==> config.mk <==
export PLATFORM = sky130hd
export DESIGN_NAME = hdmi_rst_seq
export DESIGN_NICKNAME = d
export VERILOG_FILES = /design/src/rtl/hdmi_rst_seq.sv
export SDC_FILE = /design/constraint.sdc
export NUM_CORES = 1
export LEC_CHECK = 0
export ABC_AREA = 1
export ABC_CLOCK_PERIOD_IN_PS = 2300
export CORE_ASPECT_RATIO = 0.7
export CORE_UTILIZATION = 57
export DETAILED_ROUTE_END_ITERATION = 10
export MAX_ROUTING_LAYER = met4
export PLACE_DENSITY_LB_ADDON = 0.12
export SLEW_MARGIN = 20
export SYNTH_ARGS = -nofsm -noshare
export SYNTH_HDL_FRONTEND = slang
export SYNTH_SLANG_ARGS = --single-unit
==> constraint.sdc <==
create_clock -name clk -period 2.3 [get_ports clk]
set_input_delay 0.23 -clock clk [delete_from_list [all_inputs] [get_ports clk]]
set_output_delay 0.23 -clock clk [all_outputs]
set_load 0.02 [all_outputs]
==> src/rtl/hdmi_rst_seq.sv <==
// HDMI reset sequencer: waits for a filtered, stable PLL lock, then releases the
// serdes, pixel and control resets in order with programmable gaps.
module hdmi_rst_seq #(
  parameter int LOCK_FILTER = 4,
  parameter int HOLD_CYCLES = 16,
  parameter int STAGE_GAP   = 8,
  parameter int CNT_W       = 16
) (
  input  logic       clk,
  input  logic       rst,
  input  logic       pll_locked,
  input  logic       soft_rst,
  output logic       rst_serdes_o,
  output logic       rst_pix_o,
  output logic       rst_ctrl_o,
  output logic       seq_done_o,
  output logic       lock_lost_o,
  output logic [2:0] state_o
);

  localparam int FILT_W = $clog2(LOCK_FILTER + 1);

  typedef enum logic [2:0] {
    WAIT_LOCK  = 3'd0,
    HOLD       = 3'd1,
    REL_SERDES = 3'd2,
    REL_PIX    = 3'd3,
    REL_CTRL   = 3'd4,
    RUN        = 3'd5
  } state_t;

  state_t            state, state_nx;
  logic [CNT_W-1:0]  cnt, cnt_nx;
  logic [FILT_W-1:0] filt_cnt;
  logic              sync1, lock_s;
  logic              lock_ok;
  logic              abort;
  logic              serdes_nx, pix_nx, ctrl_nx, done_nx, lost_nx;

  // pll_locked is asynchronous to clk; two flops before anything looks at it.
  always_ff @(posedge clk) begin
    if (rst) begin
      sync1  <= 1'b0;
      lock_s <= 1'b0;
    end else begin
      sync1  <= pll_locked;
      lock_s <= sync1;
    end
  end

  always_ff @(posedge clk) begin
    if (rst) begin
      filt_cnt <= '0;
    end else if (!lock_s) begin
      filt_cnt <= '0;
    end else if (filt_cnt != FILT_W'(LOCK_FILTER)) begin
      filt_cnt <= filt_cnt + FILT_W'(1);
    end
  end

  assign lock_ok = lock_s && (filt_cnt == FILT_W'(LOCK_FILTER));
  assign abort   = (state != WAIT_LOCK) && (!lock_ok || soft_rst);

  always_comb begin
    state_nx = state;
    cnt_nx   = cnt;
    lost_nx  = 1'b0;
    case (state)
      WAIT_LOCK: begin
        if (lock_ok && !soft_rst) begin
          state_nx = HOLD;
          cnt_nx   = '0;
        end
      end
      HOLD: begin
        if (cnt == CNT_W'(HOLD_CYCLES - 1)) begin
          state_nx = REL_SERDES;
          cnt_nx   = '0;
        end else begin
          cnt_nx = cnt + CNT_W'(1);
        end
      end
      REL_SERDES, REL_PIX, REL_CTRL: begin
        if (cnt == CNT_W'(STAGE_GAP - 1)) begin
          state_nx = (state == REL_SERDES) ? REL_PIX :
                     (state == REL_PIX)    ? REL_CTRL : RUN;
          cnt_nx   = '0;
        end else begin
          cnt_nx = cnt + CNT_W'(1);
        end
      end
      RUN: begin
        cnt_nx = '0;
      end
      default: begin
        state_nx = WAIT_LOCK;
        cnt_nx   = '0;
      end
    endcase
    // Abort overrides any progress; the pulse flags only lock-related aborts.
    if (abort) begin
      state_nx = WAIT_LOCK;
      cnt_nx   = '0;
      lost_nx  = !lock_ok;
    end
  end

  // Outputs decode from the next state so they change on the same edge as state.
  always_comb begin
    serdes_nx = (state_nx == WAIT_LOCK) || (state_nx == HOLD);
    pix_nx    = serdes_nx || (state_nx == REL_SERDES);
    ctrl_nx   = pix_nx || (state_nx == REL_PIX);
    done_nx   = (state_nx == RUN);
  end

  always_ff @(posedge clk) begin
    if (rst) begin
      state        <= WAIT_LOCK;
      cnt          <= '0;
      rst_serdes_o <= 1'b1;
      rst_pix_o    <= 1'b1;
      rst_ctrl_o   <= 1'b1;
      seq_done_o   <= 1'b0;
      lock_lost_o  <= 1'b0;
    end else begin
      state        <= state_nx;
      cnt          <= cnt_nx;
      rst_serdes_o <= serdes_nx;
      rst_pix_o    <= pix_nx;
      rst_ctrl_o   <= ctrl_nx;
      seq_done_o   <= done_nx;
      lock_lost_o  <= lost_nx;
    end
  end

  assign state_o = state;

endmodule

==> reports/results.tsv, run 1 <==
stage	metric	value	unit
routing	first drt pass iteration count	4	
layout	area of the multi-input gates	745.7	µm²
setup_path	crit-path cells	inv_1 -> ha_1 -> nand2_1 -> nor2_1 -> nand2_1 -> nand2_2 -> nand2_1 -> xor2_1 -> or2_1 -> inv_1	
setup_path	Critical Path Start Type	flip-flop	
floorplan	Die ar.	0.002828	mm²
placement	HPWL after DPL	2.503	mm
sta	RSZ-0062 raised after global routing	false	
yosys	Seq cells post-synth	29	
setup_path	crit path from	filt_cnt[0]$_SDFFE_PP0P_	
cts	Reg clk slew, reported paths	0.06	ns
cts	Max Root-Sink Buffers	2	
sta	fin crit share	77.21	%
placement	gpl congestion	0.8257	
setup_path	Reg2Reg Depth	10	
sta	Fin. Hold Viols	0	
sta	Final TNS setup	0	ns
global_route	gr usage total	27.07	%
layout	most frequent cells in the layout	nand2_1, inv_1, nor2_1	
setup_path	Req. time, crit path	2.53	ns
setup_path	Worst Setup EP	cnt[6]$_SDFFE_PP0P_	
floorplan	row count	15	
setup_path	critical path class	reg2reg	
run	max-cap violations	0	
yosys	syn_nets	227	
yosys	Synth Area in Simple Gates	35.74	%
layout	register area	580.6	µm²
power_and_ir_drop	LEAKAGE	0.0008437	µW
yosys	largest family of logic cells by synthesized area	simple AND/OR/NAND/NOR gates	
status	status	completed	
layout	commonest non-fill, non-tap cell in the layout	nand2_1	
cts	CTS Buf Count	5	
layout	# diodes	0	
yosys	Synth Area per Inst	6.779	µm²
sta	Max Clock Freq	0.5631	GHz
setup_path	slowest CP cell	dfxtp_1	
sta	Setup Skew	0.005867	ns
sta	Slew @ Worst Pin	0.3623	ns
yosys	Post-Synth Adder-Cell Area	2.517	%
sta	Max-slew headroom	75.81	%
global_route	GRT overflow	0	
cts	CTS tree	yes	
floorplan	Die Y	44.80	µm
cts	H-tree levels	2	
yosys	Synth Instances	220	
global_route	number of global-route vias before repair	1264	
sta	Final Setup Violations	0	
routing	post-DR vias/cell	5.358	
setup_path	Critical R2R Capture	cnt[6]$_SDFFE_PP0P_	
floorplan	Starting Density	60.20	%
cts	clk root buf	clkbuf_8	
cts	Clk Latency, worst-skew pair	0.28	ns
yosys	mux contribution to synthesized area	0	%
power_and_ir_drop	Pwr Density	549.1	mW/mm²
floorplan	floorplan core area	0.002477	mm²
cts	cts hold-fix bufs	0	
cts	clk sinks	29	
layout	Syn-to-layout area delta	15.69	%
floorplan	width of the die	63.14	µm
sta	minimum clock period	1.776	ns
setup_path	R2R setup slack	0.52	ns
yosys	XOR/XNOR Fraction of Synth Area	3.523	%
power_and_ir_drop	Max VDD drop	0.4148	mV
hold_path	Hold/Removal Path Class	reg2reg	
setup_path	Max FO, Critical Path	14	
layout	share of layout cells above drive strength 1	8.439	%
setup_path	WP data arrival	2.01	ns
setup_path	CP dominant cell by count	nand2_1	
yosys	register area share after synthesis	38.93	%
layout	# nets final	244	
cts	CTS resizes	0	
routing	final wirelength	3.382	mm
sta	Fin Hold WS	0.4196	ns
global_route	largest net degree at the start of global routing	15	
floorplan	I/O pins	12	
global_route	first-pass GRT wire length	5.513	mm
routing	DR DRC count	0	
setup_path	slowest stage delay, CP	0.33	ns
yosys	Compound-Gate Fraction of Synth Area	8.221	%
cts	Setup Fix Bufs, Post-CTS	0	
yosys	Yosys Warn Count	0	
routing	WL per Instance	12.48	µm
setup_path	Worst setup EP type	flip-flop	
yosys	Netlist cell types	27	
routing	1st-iter DRT viols	135	
layout	# fillers	218	
placement	Port Buf Inserts	11	
routing	antenna viol nets, final	0	
yosys	synthesized cell area	0.001491	mm²
global_route	initial antenna violation count	0	
sta	Pins Over Slew Limit	0	
setup_path	FF-to-FF Start	filt_cnt[0]$_SDFFE_PP0P_	
routing	vias post-DR	1452	
[Yosys cell counts]
library cell,count,area [µm²]
inv_2,5,18.77
inv_1,35,131.4
nand2_2,2,12.51
o21ai_0,7,35.03
o211ai_1,1,7.510
nor3_4,1,16.27
dfxtp_1,29,580.6
nor3_2,1,10.01
xnor2_1,1,8.760
xor2_1,5,43.79
or2_1,1,6.260
nand2_1,43,161.4
clkinv_1,1,3.750
a21oi_1,8,40.04
o21ai_1,2,10.01
a31oi_1,1,6.260
nor2_1,35,131.4
nor3_1,4,20.02
nand4_1,7,43.79
nand3_2,2,20.02
ha_1,3,37.54
o21bai_1,2,15.01
inv_4,1,6.260
nand3_1,20,100.1
nand2_4,1,11.26
o21ai_2,1,8.760
buf_2,1,5.000
[worst max-delay path: cells and delay by family (launching register included)]
family / cells / cell delay, ns
and+or+nand+nor: 6 / 0.95
DFF: 1 / 0.33
adders and majority gates: 1 / 0.16
xor gates and xnor gates: 1 / 0.15
buffers and inverters: 2 / 0.12
[layer usage]
metal	GRT usage [%]	vias to the layer above	part of all wire, %	routed length [µm]
li1	-	733	-	-
met1	34.11	662	47	1590
met2	40.22	48	43	1468
met3	9.848	9	7.9	267
met4	9.302	0	1.6	55
met5	-	-	0	0
[state kept, by name, summed over array words and instances, names as in the netlist]
register,flops
cnt,16
filt_cnt,3
state_o,3
lock_lost_o,1
lock_s,1
rst_ctrl_o,1
rst_pix_o,1
rst_serdes_o,1
seq_done_o,1
sync1,1
[kinds of logic after synthesis]
logic type	after synthesis
adders and majority gates	3
AOI/OAI and AO/OA	22
xor gates and xnor gates	6
buffers and inverters	43
and+or+nand+nor	117
DFF	29
[through the flow]
step | utilization, % | setup slack (ns) | area (µm²) | power, µW | std cells
CTS | 69.65 | 0.5315 | 1725 | 959.7 | 271
global route | 69.65 | 0.3351 | 1725 | 976.4 | 271
finish | 69.65 | 0.5243 | 1725 | 947.4 | 271
floorplan | - | 0.8114 | 1491 | 527.1 | 220
detailed placement | 66.16 | 0.5433 | 1639 | 536.7 | 264
global placement | 66.16 | 0.6378 | 1639 | 535.6 | 264
[where the power goes]
group          total (µW)  internal [µW]  switching [µW]  leakage [µW]
Combinational        20.4           8.16            12.3      0.000565
Sequential            505            505           0.943      0.000234
Clock                 421            237             185     0.0000443
[worst min path at each step]
stage / from / to / slack (ns) / cells after the start
2_1_floorplan: rst / sync1$_SDFF_PP0_ / 0.30 / 1
3_3_place_gp: sync1$_SDFF_PP0_ / lock_s$_SDFF_PP0_ / 0.39 / 2
3_5_place_dp: sync1$_SDFF_PP0_ / lock_s$_SDFF_PP0_ / 0.42 / 2
4_1_cts: sync1$_SDFF_PP0_ / lock_s$_SDFF_PP0_ / 0.43 / 2
5_1_grt: sync1$_SDFF_PP0_ / lock_s$_SDFF_PP0_ / 0.44 / 2
6_report: sync1$_SDFF_PP0_ / lock_s$_SDFF_PP0_ / 0.42 / 2
[area by class of cell]
class / instances / area share [%]
multi-input cells: 148 / 43.22
clock buffers: 7 / 5.004
repair buffers: 11 / 6.381
flip-flops and latches: 29 / 33.65
inverters: 42 / 9.282
well taps: 34 / 2.466
Note: power is estimated with default switching activity, not from simulation.
==> inputs of run 2 (changes only) <==
Settings changed: ABC_CLOCK_PERIOD_IN_PS 2300 to 1900, CORE_UTILIZATION 57 to 56.
Clock period 2.3 ns to 1.9 ns, I/O delays scaled along.
==> run 2 against run 1 <==
Compared with the run above: sequential power increased by 21%; total power increased by 19%; wire length increased by 0.27%; global-route usage decreased by 0.50 points; worst hold slack got worse by 0.015 ns; largest cell class unchanged.
==> reports/results.tsv, run 2 (synthesis results as in run 1) <==
stage	metric	value	unit	change
global_route	largest net degree at the start of global routing	15		unchanged
routing	WL per Instance	12.24	µm	-1.9%
routing	DR DRC count	0		unchanged
cts	Max Root-Sink Buffers	2		unchanged
global_route	gr usage total	26.56	%	-0.50 points
power_and_ir_drop	power share of the clock group	43.0	%	-1.5 points
global_route	first-pass GRT wire length	5.395	mm	-2.1%
layout	Syn-to-layout area delta	19.38	%	
routing	met2 WL	1.485	mm	+1.2%
sta	Slew @ Worst Pin	0.4446	ns	+0.08232 ns
placement	HPWL after DPL	2.447	mm	-2.2%
power_and_ir_drop	combinational group share of total power	2.7	%	+0.5 points
cts	H-tree levels	2		unchanged
setup_path	Max FO, Critical Path	5		-9
cts	Clk Latency, worst-skew pair	0.29	ns	about the same
setup_path	WP data arrival	1.90	ns	-0.11 ns
layout	# diodes	0		unchanged
status	status	completed		
routing	antenna viol nets, final	0		unchanged
placement	Port Buf Inserts	11		unchanged
setup_path	Critical Path Start Type	flip-flop		
sta	Pins Over Slew Limit	0		unchanged
sta	Fin Hold WS	0.4049	ns	-0.01469 ns
hold_path	Hold/Removal Path Class	reg2reg		
power_and_ir_drop	sw frac	22.19	%	+1.3 points
sta	Final Setup Violations	0		unchanged
floorplan	row count	15		unchanged
routing	final wirelength	3.391	mm	+0.27%
setup_path	Worst setup EP type	flip-flop		
power_and_ir_drop	internal power	877.7	µW	+17%
floorplan	floorplan core area	0.002496	mm²	+0.76%
placement	gpl congestion	0.8543		+3.5%
routing	post-DR vias/cell	5.195		-3.0%
setup_path	critical path class	reg2reg		
run	max-cap violations	0		unchanged
global_route	initial antenna violation count	0		unchanged
power_and_ir_drop	LEAKAGE	0.0008712	µW	+3.3%
sta	Setup Skew	0.007012	ns	+0.001145 ns
placement	post-place setup slack	0.1009	ns	-0.4424 ns
sta	fin crit share	90.58	%	+13 points
power_and_ir_drop	Pwr Density	633.6	mW/mm²	+15%
sta	Max-slew headroom	70.20	%	-5.6 points
floorplan	Die ar.	0.002877	mm²	+1.7%
power_and_ir_drop	Net Sw Power	250.4	µW	+26%
sta	Fin. Hold Viols	0		unchanged
power_and_ir_drop	sequential power share	54.2	%	+0.8 points
global_route	number of global-route vias before repair	1187		-6.1%
sta	Max Clock Freq	0.5811	GHz	+3.2%
routing	1st-iter DRT viols	148		+9.6%
layout	commonest non-fill, non-tap cell in the layout	nand2_1		
sta	minimum clock period	1.721	ns	-0.05471 ns
cts	CTS tree	yes		
floorplan	Starting Density	59.75	%	-0.45 points
routing	met1 WL	1.577	mm	-0.82%
cts	Reg clk slew, reported paths	0.06	ns	about the same
layout	Biggest register	cnt		
floorplan	I/O pins	12		unchanged
routing	first drt pass iteration count	4		unchanged
floorplan	Die Y	45.18	µm	+0.85%
sta	setup ws final	0.1790	ns	-0.3453 ns
power_and_ir_drop	Max VDD drop	0.5057	mV	+22%
sta	RSZ-0062 raised after global routing	false		
cts	CTS Buf Count	5		unchanged
layout	# fillers	184		-16%
cts	clk root buf	clkbuf_8		
routing	Top Metal Used	met4		
cts	clk sinks	29		unchanged
sta	Final TNS setup	0	ns	unchanged
routing	metal3 WL	248	µm	-7.1%
layout	max reg flops	16		unchanged
routing	vias post-DR	1439		-0.90%
floorplan	width of the die	63.68	µm	+0.86%
layout	share of layout cells above drive strength 1	11.93	%	+3.5 points
cts	cts hold-fix bufs	0		unchanged
global_route	GRT overflow	0		unchanged
layout	# nets final	249		+2.0%
setup_path	Req. time, crit path	2.08	ns	-0.45 ns
layout	most frequent cells in the layout	nand2_1, inv_1, nor2_1		
==> run 2: changes by cell type in the layout (fill, tap and decap cells not counted), sizes merged <==
cell / before / now
clkbuf: 7 / 6
clkinv: 1 / 3
buf: 0 / 5
==> run 2: repair_timing <==
action | CTS | global route
resized for setup | 0 | 5
setup buffers | 0 | 4
endpoints found under the setup margin | 0 | 14
==> run 2: path summary, 6_finish.rpt <==
kind	start	to	slack (ns)	depth (start not counted)
worst max-delay path	filt_cnt[0]$_SDFFE_PP0P_	cnt[4]$_SDFFE_PP0P_	0.18	11
worst min-delay path	sync1$_SDFF_PP0_	lock_s$_SDFF_PP0_	0.40	2
worst max register to register	filt_cnt[0]$_SDFFE_PP0P_	cnt[4]$_SDFFE_PP0P_	0.18	11
worst min register to register	sync1$_SDFF_PP0_	lock_s$_SDFF_PP0_	0.40	2
==> run 2: power groups by stage <==
stage	Clock (µW)	Combinational, µW	Sequential (µW)
CTS	499	24.6	612
floorplan	0	13.1	625
global route	524	34.3	612
finish	485	30.8	612
detailed placement	0	24.4	625
global placement	0	23.4	625
==> run 2: stage by stage <==
| step | std cells | cell area, µm² | power (µW) | utilization [%] |
|---|---|---|---|---|
| final | 277 | 1780 | 1128 | 71.33 |
| after global placement | 265 | 1647 | 648.4 | 65.96 |
| after detailed placement | 265 | 1647 | 649.6 | 65.96 |
| after floorplan | 220 | 1491 | 638.1 | - |
| after CTS | 273 | 1729 | 1136 | 69.27 |
| after global routing | 277 | 1780 | 1170 | 71.33 |
==> run 2: cell type report <==
type / instances / area [µm²] / area share, %
Sequential cell: 29 / 580.6 / 32.61
Clock inverter: 2 / 10.01 / 0.5622
Multi-Input combinational cell: 148 / 767.0 / 43.08
Tap cell: 34 / 42.54 / 2.389
Clock buffer: 6 / 72.57 / 4.076
Inverter: 42 / 160.2 / 8.995
Timing Repair Buffer: 16 / 147.6 / 8.292
==> run 2: worst max-delay path, stage by stage (launching register included) <==
cell and delay (ns):
dfxtp_1 0.39, inv_1 0.07, ha_1 0.20, nand2_1 0.14
nor2_2 0.06, nand2_1 0.14, nand2_1 0.09, nand2_2 0.14
inv_4 0.07, buf_4 0.15, nand4_1 0.10, inv_1 0.05
==> run 2: metal layers <==
metal,vias up,global-route usage [%]
li1,738,-
met1,639,35.05
met2,55,37.02
met3,7,6.818
met4,0,15.00
met5,-,-
